## src/rtl/if_id_queue.sv

```systemverilog
// Fetch-to-decode instruction queue: DEPTH entries of {instruction, PC}, valid/ready on both sides.
// Flush empties the queue for branch/jump redirect; head outputs fall back to NOP_INS/0 when empty.
module if_id_queue #(
  parameter int               INS_W   = 32,
  parameter int               PC_W    = 32,
  parameter int               DEPTH   = 2,
  parameter logic [INS_W-1:0] NOP_INS = '0
) (
  input  logic                         clk,
  input  logic                         reset,
  input  logic [INS_W-1:0]             InsIn,
  input  logic [PC_W-1:0]              PC_In,
  input  logic                         in_valid,
  output logic                         in_ready,
  output logic [INS_W-1:0]             InsOut,
  output logic [PC_W-1:0]              PC_out,
  output logic                         out_valid,
  input  logic                         out_ready,
  input  logic                         IF_flush,
  output logic [$clog2(DEPTH+1)-1:0]   count
);

  localparam int PTR_W = $clog2(DEPTH);
  localparam int CNT_W = $clog2(DEPTH + 1);

  typedef logic [PTR_W-1:0] ptr_t;

  logic [INS_W-1:0] insMem [DEPTH];
  logic [PC_W-1:0]  pcMem  [DEPTH];
  ptr_t             rdPtr;
  ptr_t             wrPtr;
  logic             full;
  logic             push;
  logic             pop;

  // DEPTH need not be a power of two, so wrap explicitly
  function automatic ptr_t nextPtr(input ptr_t p);
    return (p == PTR_W'(DEPTH - 1)) ? '0 : p + 1'b1;
  endfunction

  assign full      = (count == CNT_W'(DEPTH));
  assign out_valid = (count != '0);
  assign in_ready  = ~full & ~IF_flush;
  assign push      = in_valid & in_ready;
  assign pop       = out_valid & out_ready;

  assign InsOut = out_valid ? insMem[rdPtr] : NOP_INS;
  assign PC_out = out_valid ? pcMem[rdPtr]  : '0;

  always_ff @(posedge clk or posedge reset) begin
    if (reset) begin
      count <= '0;
      rdPtr <= '0;
      wrPtr <= '0;
    end else if (IF_flush) begin
      count <= '0;
      rdPtr <= '0;
      wrPtr <= '0;
    end else begin
      if (push) wrPtr <= nextPtr(wrPtr);
      if (pop)  rdPtr <= nextPtr(rdPtr);
      if (push && !pop)      count <= count + 1'b1;
      else if (pop && !push) count <= count - 1'b1;
    end
  end

  always_ff @(posedge clk) begin
    if (push) begin
      insMem[wrPtr] <= InsIn;
      pcMem[wrPtr]  <= PC_In;
    end
  end

endmodule

```

## config.mk

```make
export PLATFORM = sky130hd
export DESIGN_NAME = if_id_queue
export DESIGN_NICKNAME = d
export VERILOG_FILES = /design/src/rtl/if_id_queue.sv
export SDC_FILE = /design/constraint.sdc
export NUM_CORES = 1
export LEC_CHECK = 0
export ABC_AREA = 1
export CAP_MARGIN = 40
export CORE_MARGIN = 5
export CORE_UTILIZATION = 48
export DETAILED_ROUTE_END_ITERATION = 10
export GPL_TIMING_DRIVEN = 0
export HOLD_SLACK_MARGIN = 0.02
export PLACE_DENSITY = 0.86
export SETUP_SLACK_MARGIN = 0.3
export SLEW_MARGIN = 5
export SYNTH_ARGS = -nofsm -noshare
export SYNTH_HDL_FRONTEND = slang
export SYNTH_SLANG_ARGS = --single-unit
```

## constraint.sdc

```tcl
create_clock -name clk -period 4.46 [get_ports clk]
set_input_delay 0.892 -clock clk [delete_from_list [all_inputs] [get_ports clk]]
set_output_delay 0.892 -clock clk [all_outputs]
set_load 0.01 [all_outputs]
```

==> flow_summary.toml, run 1 <==
[placement]
pre_cts_ws_ns = 1.48
place.detailed.hpwl_um = 7600
place_congestion = 0.756
dp.cells = 657
numPortBuffers = 136

[drt]
avgRoutedWirePerCell_um = 16.1
wl_um = 11100
vias = 3365
drt_iter0_drc = 201
dr.pass1.iters = 5
drt.antenna.violating_nets = 0
via_per_inst = 4.90
route.detailed.drc = 0

[global_routing]
grt_max_degree = 32
grt-ovfl-total = 0
antenna_found_initial = 0
grt_pass1_wl_um = 17400
gr-usage-all-layers_pct = 17.9
first_global_vias = 3570

[yosys]
yosys-top-cells-area = "edfxtp_1 77%, nand2_1 11%, a21oi_1 6.5%, dfrtp_1 2.0%, buf_2 1.8%"
synth_top_cell_by_area = "edfxtp_1"
synth_mux_area_share_pct = 0
synth_compound_area_share_pct = 6.85
synthSimpleGateAreaFrac_pct = 11.7
synth_warnings = 0
syn-instance-count = 381
synth_top_family_by_area = "simple AND/OR/NAND/NOR gates"
synth_area_mm2 = 0.00501
synth_fa_ha_area_share_pct = 0
synth_top_area_share_pct = 76.8
syn-num-nets = 450
synth_xor_area_share_pct = 0
ys_types = 14
ys_ff_latch = 132
ys_seq_area_share_pct = 78.8
syn_area_per_cell_um2 = 13.1

[worst_hold_path]
hold_class = "reg2reg"
hp-start = "wrPtr"

[worst_setup_path]
cp_slowest_cell = "clkdlybuf4s50_1"
crit_path_start_kind = "register"
path_cells = "inv_1, clkbuf_1, nand2_1, a21oi_1, clkdlybuf4s50_1"
worstSetupPathType = "reg2out"
max_stage_delay_ns = 0.59
required_ns = 3.57
crit_start = "rdPtr"
r2r_start = "count[0]"
cp.arrival_ns = 2.27
cp-end-kind = "primary output"
crit_fanout = 10

[timing]
hold_viol = 0
post-route-min-period_ns = 3.16
rsz0062_at_grt = "no"
tightestPinTransition_ns = 0.544
setup_tns_ns = 0
setup_ws_ns = 1.30
skew_ns = 0.0133
setup_viol = 0
whs_ns = 0.583
maxSlewViolCount = 0
timing.fmax_mhz = 316
relSlewSlack_pct = 63.7
fin_crit_sh_pct = 70.9

[cts]
cts_max_path_buffers = 2
clk_latency_ns = 0.51
root_buffer = "clkbuf_8"
cts.repair.resized = 0
cts_sinks = 132
cts_hold_buf = 0
clkTransAtPathRegs_ns = 0.05
cts.htree.levels = 4
postCtsSetupBuffers = 0
cts_made_buffers = 17
cts_tree = "built"

[floorplanning]
core_mm2 = 0.0102
std_cell_rows = 37
fp.dieArea_mm2 = 0.0126
io_pins = 137
fp.dieW_um = 112
start_util_pct = 48.9
die_h_um = 112

[outcome]
status = "finished clean"

[power]
power_leakage_nw = 2.57
p_per_area_mw_per_mm2 = 566
vdd_drop_max_uv = 318

[final_layout]
syn_to_final_growth_pct = 42.5
multi_input_area_um2 = 946
final_cells = 687
nFillCells = 699
final_net_count = 609
drive_gt1_share_pct = 8.89
regArea_mm2 = 0.00394
diodes = 0

[flow_run]
maxCapViolCount = 0
-- worst max-delay path, delay by kind of cell (launching register included) --
family | cells | cell delay (ns)
AO/OA/AOI/OAI | 1 | 0.21
flip-flops | 1 | 0.36
AND/OR/NAND/NOR | 1 | 0.09
buffers and inverters | 3 | 1.11
-- path summary, 6_finish.rpt --
kind / to / slack (ns) / depth (start not counted)
worst min register to register: wrPtr / 0.58 / 1
max in group asynchronous: wrPtr / 3.70 / 2
min in group asynchronous: count[0] / 0.59 / 2
worst min-delay path: wrPtr / 0.58 / 1
worst max-delay path: InsOut[6] / 1.30 / 5
worst max register to register: pcMem[0][28] / 2.61 / 5
-- power breakdown --
group	internal (mW)	switching, mW	leakage [nW]
combinational	0.658	0.714	1.10
clock	0.717	0.431	0.245
sequential	1.48	0.0380	1.22
total	2.86	1.18	2.57
-- cell type report --
| cell class | count | share of cell area, % |
|---|---|---|
| Sequential cell | 132 | 55.3 |
| Clock inverter | 9 | 0.912 |
| Multi-Input combinational cell | 221 | 13.3 |
| Buffer | 21 | 1.47 |
| Tap cell | 136 | 2.39 |
| Timing Repair Buffer | 140 | 20.3 |
| Clock buffer | 21 | 6.02 |
| Inverter | 7 | 0.368 |
-- registers in the layout, summed over array words and instances, names as in the netlist --
signal and flops:
wrPtr 1, pcMem 64, rdPtr 1, count 2
insMem 64
-- per-stage QoR --
step | area, um2 | util (%) | power (mW)
after floorplan | 5010 | - | 2.16
after global placement | 6540 | 63.9 | 2.88
after detailed placement | 6640 | 64.9 | 2.92
after CTS | 7130 | 69.7 | 4.09
after global routing | 7130 | 69.7 | 4.25
final | 7130 | 69.7 | 4.04
-- layer usage --
| layer | part of all wire, % | GRT usage, % | vias to the layer above | wire, um |
|---|---|---|---|---|
| met2 | 53 | 31.3 | 121 | 5900 |
| li1 | - | - | 1661 | - |
| met3 | 5.8 | 5.61 | 14 | 644 |
| met4 | 1.8 | 8.81 | 0 | 194 |
| met5 | 0 | 0 | - | 0 |
| met1 | 39 | 19.7 | 1569 | 4330 |
-- cells in the mapped netlist --
| library cell | number |
|---|---|
| nand2_1 | 141 |
| edfxtp_1 | 128 |
| a21oi_1 | 65 |
| buf_2 | 18 |
| inv_1 | 6 |
| nand3_1 | 6 |
| nor2_1 | 5 |
| dfrtp_1 | 4 |
| clkbuf_1 | 2 |
| o21ai_0 | 2 |
| buf_4 | 1 |
| inv_2 | 1 |
| nand3_2 | 1 |
| o21bai_1 | 1 |
-- cell families (layout without fill, tap and decap cells) --
group,after synthesis,count (layout)
simple gates,153,153
compound gates,68,68
buf+inv,28,198
flops,132,132
-- placed cells by master (no fill, tap or decap) --
cell / n
a21oi_1: 65
buf_12: 3
buf_16: 1
buf_2: 18
buf_4: 1
bufinv_16: 1
clkbuf_1: 6
clkbuf_16: 16
clkbuf_8: 1
clkdlybuf4s50_1: 136
clkinv_1: 4
clkinv_2: 4
dfrtp_1: 4
edfxtp_1: 128
inv_1: 6
inv_2: 1
nand2_1: 141
nand3_1: 6
nand3_2: 1
nor2_1: 3
nor2_4: 2
o21ai_0: 2
o21bai_1: 1
No activity file was read; power rests on OpenSTA's default activity.
==> run 2, diff against run 1 <==
Settings changed: CORE_UTILIZATION 48 to 43, PLACE_DENSITY 0.86 to 0.81.
Clock period 4.46 ns to 2.64 ns, I/O delays scaled along.
==> run 2 against run 1 <==
  * Final cell count rose by 1.9%
  * Global-route usage fell by 1.6 points
  * Sequential share of layout area decreased by 1.6 points
  * Worst setup slack got worse by 1.1 ns
  * Non-clock buffer count up 4
  * Register-to-register slack worse by 1.6 ns
  * Critical path depth is the same
  * Power up 76%
  * Combinational power rose by 64%
  * Die area increased by 11%
  * Sequential power is 69% higher
  * Cell area is 3.0% higher
==> flow_summary.toml, run 2 (synthesis results as in run 1) <==
[drt]
drt.antenna.violating_nets = 0
via_per_inst = 4.93
vias = 3452
route.detailed.drc = 0
drt_iter0_drc = 164
dr.pass1.iters = 5
wl_um = 11500
avgRoutedWirePerCell_um = 16.5

[timing]
setup_ws_ns = 0.242
post-route-min-period_ns = 2.40
timing.fmax_mhz = 417
setup_viol = 0
rsz0062_at_grt = "yes"
fin_crit_sh_pct = 90.8
whs_ns = 0.331
skew_ns = 0.00717
tightestPinTransition_ns = 0.263
relSlewSlack_pct = 82.5
hold_viol = 0
maxSlewViolCount = 0

[floorplanning]
io_pins = 137
start_util_pct = 43.8
core_mm2 = 0.0114
fp.dieArea_mm2 = 0.0139
die_h_um = 118
std_cell_rows = 39
fp.dieW_um = 118

[cts]
cts_max_path_buffers = 2
cts_sinks = 132
clkTransAtPathRegs_ns = 0.05
cts_tree = "built"
cts.htree.levels = 4
cts_made_buffers = 17
root_buffer = "clkbuf_16"
clk_latency_ns = 0.40
cts_hold_buf = 0

[final_layout]
syn_to_final_growth_pct = 46.8
nFillCells = 877
largestRegisters = "insMem: 64 flops, pcMem: 64 flops, count: 2 flops"
multi_input_area_um2 = 956
regArea_mm2 = 0.00395
diodes = 0
final_net_count = 613
layout_commonest_cell = "nand2_1"
final_cell_mix = "141 x nand2_1, 128 x edfxtp_1, 75 x clkdlybuf4s50_1"
drive_gt1_share_pct = 13.1

[worst_setup_path]
rrSetupSlack_ns = 0.97
cp.arrival_ns = 1.87
r2r_cells = 6
worstSetupPathType = "reg2out"
cp-end-kind = "primary output"
crit_path_start_kind = "register"
r2r_start = "count[0]"
r2r-end = "pcMem[0][27]"
required_ns = 2.11
crit_fanout = 10

[placement]
pre_cts_ws_ns = -0.0944
numPortBuffers = 136
place.detailed.hpwl_um = 7890
place_congestion = 0.837

[worst_hold_path]
hold_class = "in2async"

[global_routing]
grt_pass1_wl_um = 17700
antenna_found_initial = 1
first_global_vias = 3584
grt_max_degree = 25
gr-usage-all-layers_pct = 16.3
grt-ovfl-total = 0

[power]
p_per_area_mw_per_mm2 = 966
power_leakage_nw = 3.05
vdd_drop_max_uv = 506

[outcome]
status = "finished clean"

[flow_run]
maxCapViolCount = 0
==> run 2: final cells by class <==
cell class | count | share of cell area (%)
repair buffers | 144 | 20.0
well taps | 143 | 2.43
flip-flops and latches | 132 | 53.7
inverters | 7 | 0.358
clock buffers | 20 | 5.94
multi-input cells | 221 | 13.0
clock inverters | 12 | 1.87
plain buffers | 21 | 2.66
==> run 2: stage by stage <==
step	std cells	util [%]	instance area, um2	total power, mW	setup TNS, ns
4_1_cts	697	63.7	7270	7.18	0
2_1_floorplan	381	-	5010	3.64	-33.51
6_report	700	64.4	7350	7.10	0
5_1_grt	700	64.4	7350	7.44	0
3_5_place_dp	664	58.4	6670	4.95	-4.21
3_3_place_gp	660	57.4	6550	4.87	-207.00
==> run 2: layer usage <==
metal	GRT usage (%)	part of all wire, %
met1	19.2	41
met5	0	0.095
met4	6.09	1.2
met2	27.1	51
met3	6.44	7.3
==> run 2: repair_timing <==
action,4_1_cts,5_1_grt
resized for setup,71,45
buffers inserted,1,3
hold endpoints to repair,0,0
pin swaps,0,2
endpoints found under the setup margin,64,89
cloned,0,0
==> run 2: power breakdown <==
group	leakage, nW	switching, mW	internal (mW)
combinational	1.55	1.23	1.02
clock	0.278	0.804	1.47
sequential	1.22	0.0673	2.51
total	3.05	2.10	5.00
==> run 2: worst max-delay path by stage <==
stage | start | end | slack (ns) | depth (start not counted)
6_report | count[1] | InsOut[5] | 0.24 | 5
3_5_place_dp | IF_flush | pcMem[0][12] | -0.09 | 6
4_1_cts | rdPtr | PC_out[29] | 0.10 | 6
5_1_grt | rdPtr | InsOut[5] | 0.14 | 5
3_3_place_gp | IF_flush | pcMem[0][12] | -1.62 | 4
2_1_floorplan | IF_flush | insMem[0][0] | -0.26 | 3
==> run 2: worst max-delay path, cell delays in order (launching register included) <==
cell and delay (ns):
dfrtp_2 0.45, nor2_2 0.16, buf_6 0.17, buf_6 0.15, a21oi_1 0.05, clkdlybuf4s50_1 0.48
==> run 3, diff against run 2 <==
Settings changed: CORE_UTILIZATION 43 to 56, DONT_BUFFER_PORTS set to 1, PLACE_DENSITY 0.81 to 0.8.
==> run 3 against run 2 <==
  * Sequential power about the same
  * Clock-buffer cell count down 2
  * Worst setup slack gained 0.17 ns
  * Critical path depth stayed put
  * First-iteration DRC count up 4.3%
  * Largest power group unchanged
==> flow_summary.toml, run 3 (synthesis results as in run 1) <==
[floorplanning]
fp.dieArea_mm2 = 0.0109
start_util_pct = 57.4
die_h_um = 105
std_cell_rows = 34
core_mm2 = 0.00872
io_pins = 137
fp.dieW_um = 105

[timing]
setup_ws_ns = 0.409
fin_crit_sh_pct = 84.5
hold_viol = 0
setup_tns_ns = 0
timing.fmax_mhz = 448
tightestPinTransition_ns = 0.680
post-route-min-period_ns = 2.23
relSlewSlack_pct = 54.6
rsz0062_at_grt = "yes"
maxSlewViolCount = 0
skew_ns = 0.00872
setup_viol = 0

[final_layout]
final_cell_mix = "141 x nand2_1, 128 x edfxtp_1, 36 x a21oi_2"
diodes = 0
post-route-cell-area_mm2 = 0.00599
largestRegisters = "insMem: 64 flops, pcMem: 64 flops, count: 2 flops"
final_net_count = 474
layout_commonest_cell = "nand2_1"
syn_to_final_growth_pct = 19.6
final_cells = 525
drive_gt1_share_pct = 23.0

[power]
power_leakage_nw = 2.10
total_power_mw = 6.31
vdd_drop_max_uv = 620
p_per_area_mw_per_mm2 = 1050

[worst_setup_path]
cp.arrival_ns = 1.70
cp-end-kind = "primary output"
crit_fanout = 10
crit_cells = 5
path_buf_inv = 3
r2r_cells = 5
required_ns = 2.11
path_cells = "inv_1, buf_4, buf_2, nand2_1, a21oi_1"
crit_path_start_kind = "register"
cp_top_family = "buffers and inverters"
worstSetupPathType = "reg2out"
cp_slowest_cell = "dfrtp_1"
max_stage_delay_ns = 0.37

[worst_hold_path]
hold_path_depth = 0
hold_class = "in2reg"

[cts]
cts_sinks = 132
root_buffer = "clkbuf_8"
postCtsSetupBuffers = 0
cts_tree = "built"
cts_max_path_buffers = 2
cts.htree.levels = 4
clk_latency_ns = 0.50
clkTransAtPathRegs_ns = 0.06
cts_made_buffers = 17

[drt]
top_layer = "met4"
route.met3.wl_um = 945
drt_iter0_drc = 171
vias = 2882
via_per_inst = 5.49
route.detailed.drc = 0
drt.antenna.violating_nets = 0
met1_length_um = 3600
dr.pass1.iters = 7
met2_length_um = 5330
wl_um = 9970
avgRoutedWirePerCell_um = 19.0

[global_routing]
gr-usage-all-layers_pct = 18.4
first_global_vias = 2986
grt-ovfl-total = 0
antenna_found_initial = 0
grt_pass1_wl_um = 15600
grt_max_degree = 29

[placement]
place_congestion = 0.777
pre_cts_ws_ns = 0.554
dp.cells = 493
post_dp_cell_area_mm2 = 0.00526
place.detailed.hpwl_um = 6600
numPortBuffers = 0

[flow_run]
maxCapViolCount = 0

[outcome]
status = "finished clean"
==> run 3: worst paths after layout <==
path	endpoint	slack, ns	from
worst max register to register	pcMem[0][6]	0.70	count[0]
max in group asynchronous	count[1]	2.10	reset
min in group asynchronous	count[0]	0.37	reset
worst max-delay path	PC_out[3]	0.41	rdPtr
worst min register to register	wrPtr	0.59	wrPtr
worst min-delay path	insMem[0][8]	0.12	InsIn[8]
==> run 3: worst register-to-register path: stages, from the launching register on <==
cell and delay, ns:
dfrtp_2 0.44, inv_2 0.07, nand2_1 0.08, nand3_2 0.18, nor2_4 0.59, buf_16 0.26
==> run 3: layout make-up <==
class	instances	area, um2
Buffer	21	133
Clock buffer	18	418
Clock inverter	13	136
Fill cell	582	2730
Inverter	7	26.3
Multi-Input combinational cell	221	1080
Sequential cell	132	3950
Tap cell	108	135
Timing Repair Buffer	5	113
==> run 3: power breakdown <==
group / total [mW] / switching, mW / internal, mW
clock network: 2.16 / 0.825 / 1.33
registers: 2.58 / 0.0718 / 2.51
logic: 1.58 / 1.15 / 0.431
==> run 3: repair_timing <==
item,in CTS,in global routing
endpoints found under the setup margin,60,58
hold buffers,1,0
gates resized for setup,10,43
endpoints found under the hold margin,4,0
==> run 3: layer usage <==
layer / vias to the layer above / GRT usage, %
li1: 1386 / -
met1: 1396 / 19.8
met2: 91 / 31.4
met3: 9 / 9.19
met4: 0 / 6.75
met5: - / 0
==> run 3: through the flow <==
step | hold WS [ns] | util (%)
floorplan | 0.294 | -
global placement | 0.312 | 59.0
detailed placement | 0.312 | 60.3
CTS | 0.0894 | 67.1
global route | 0.0849 | 68.7
finish | 0.118 | 68.7
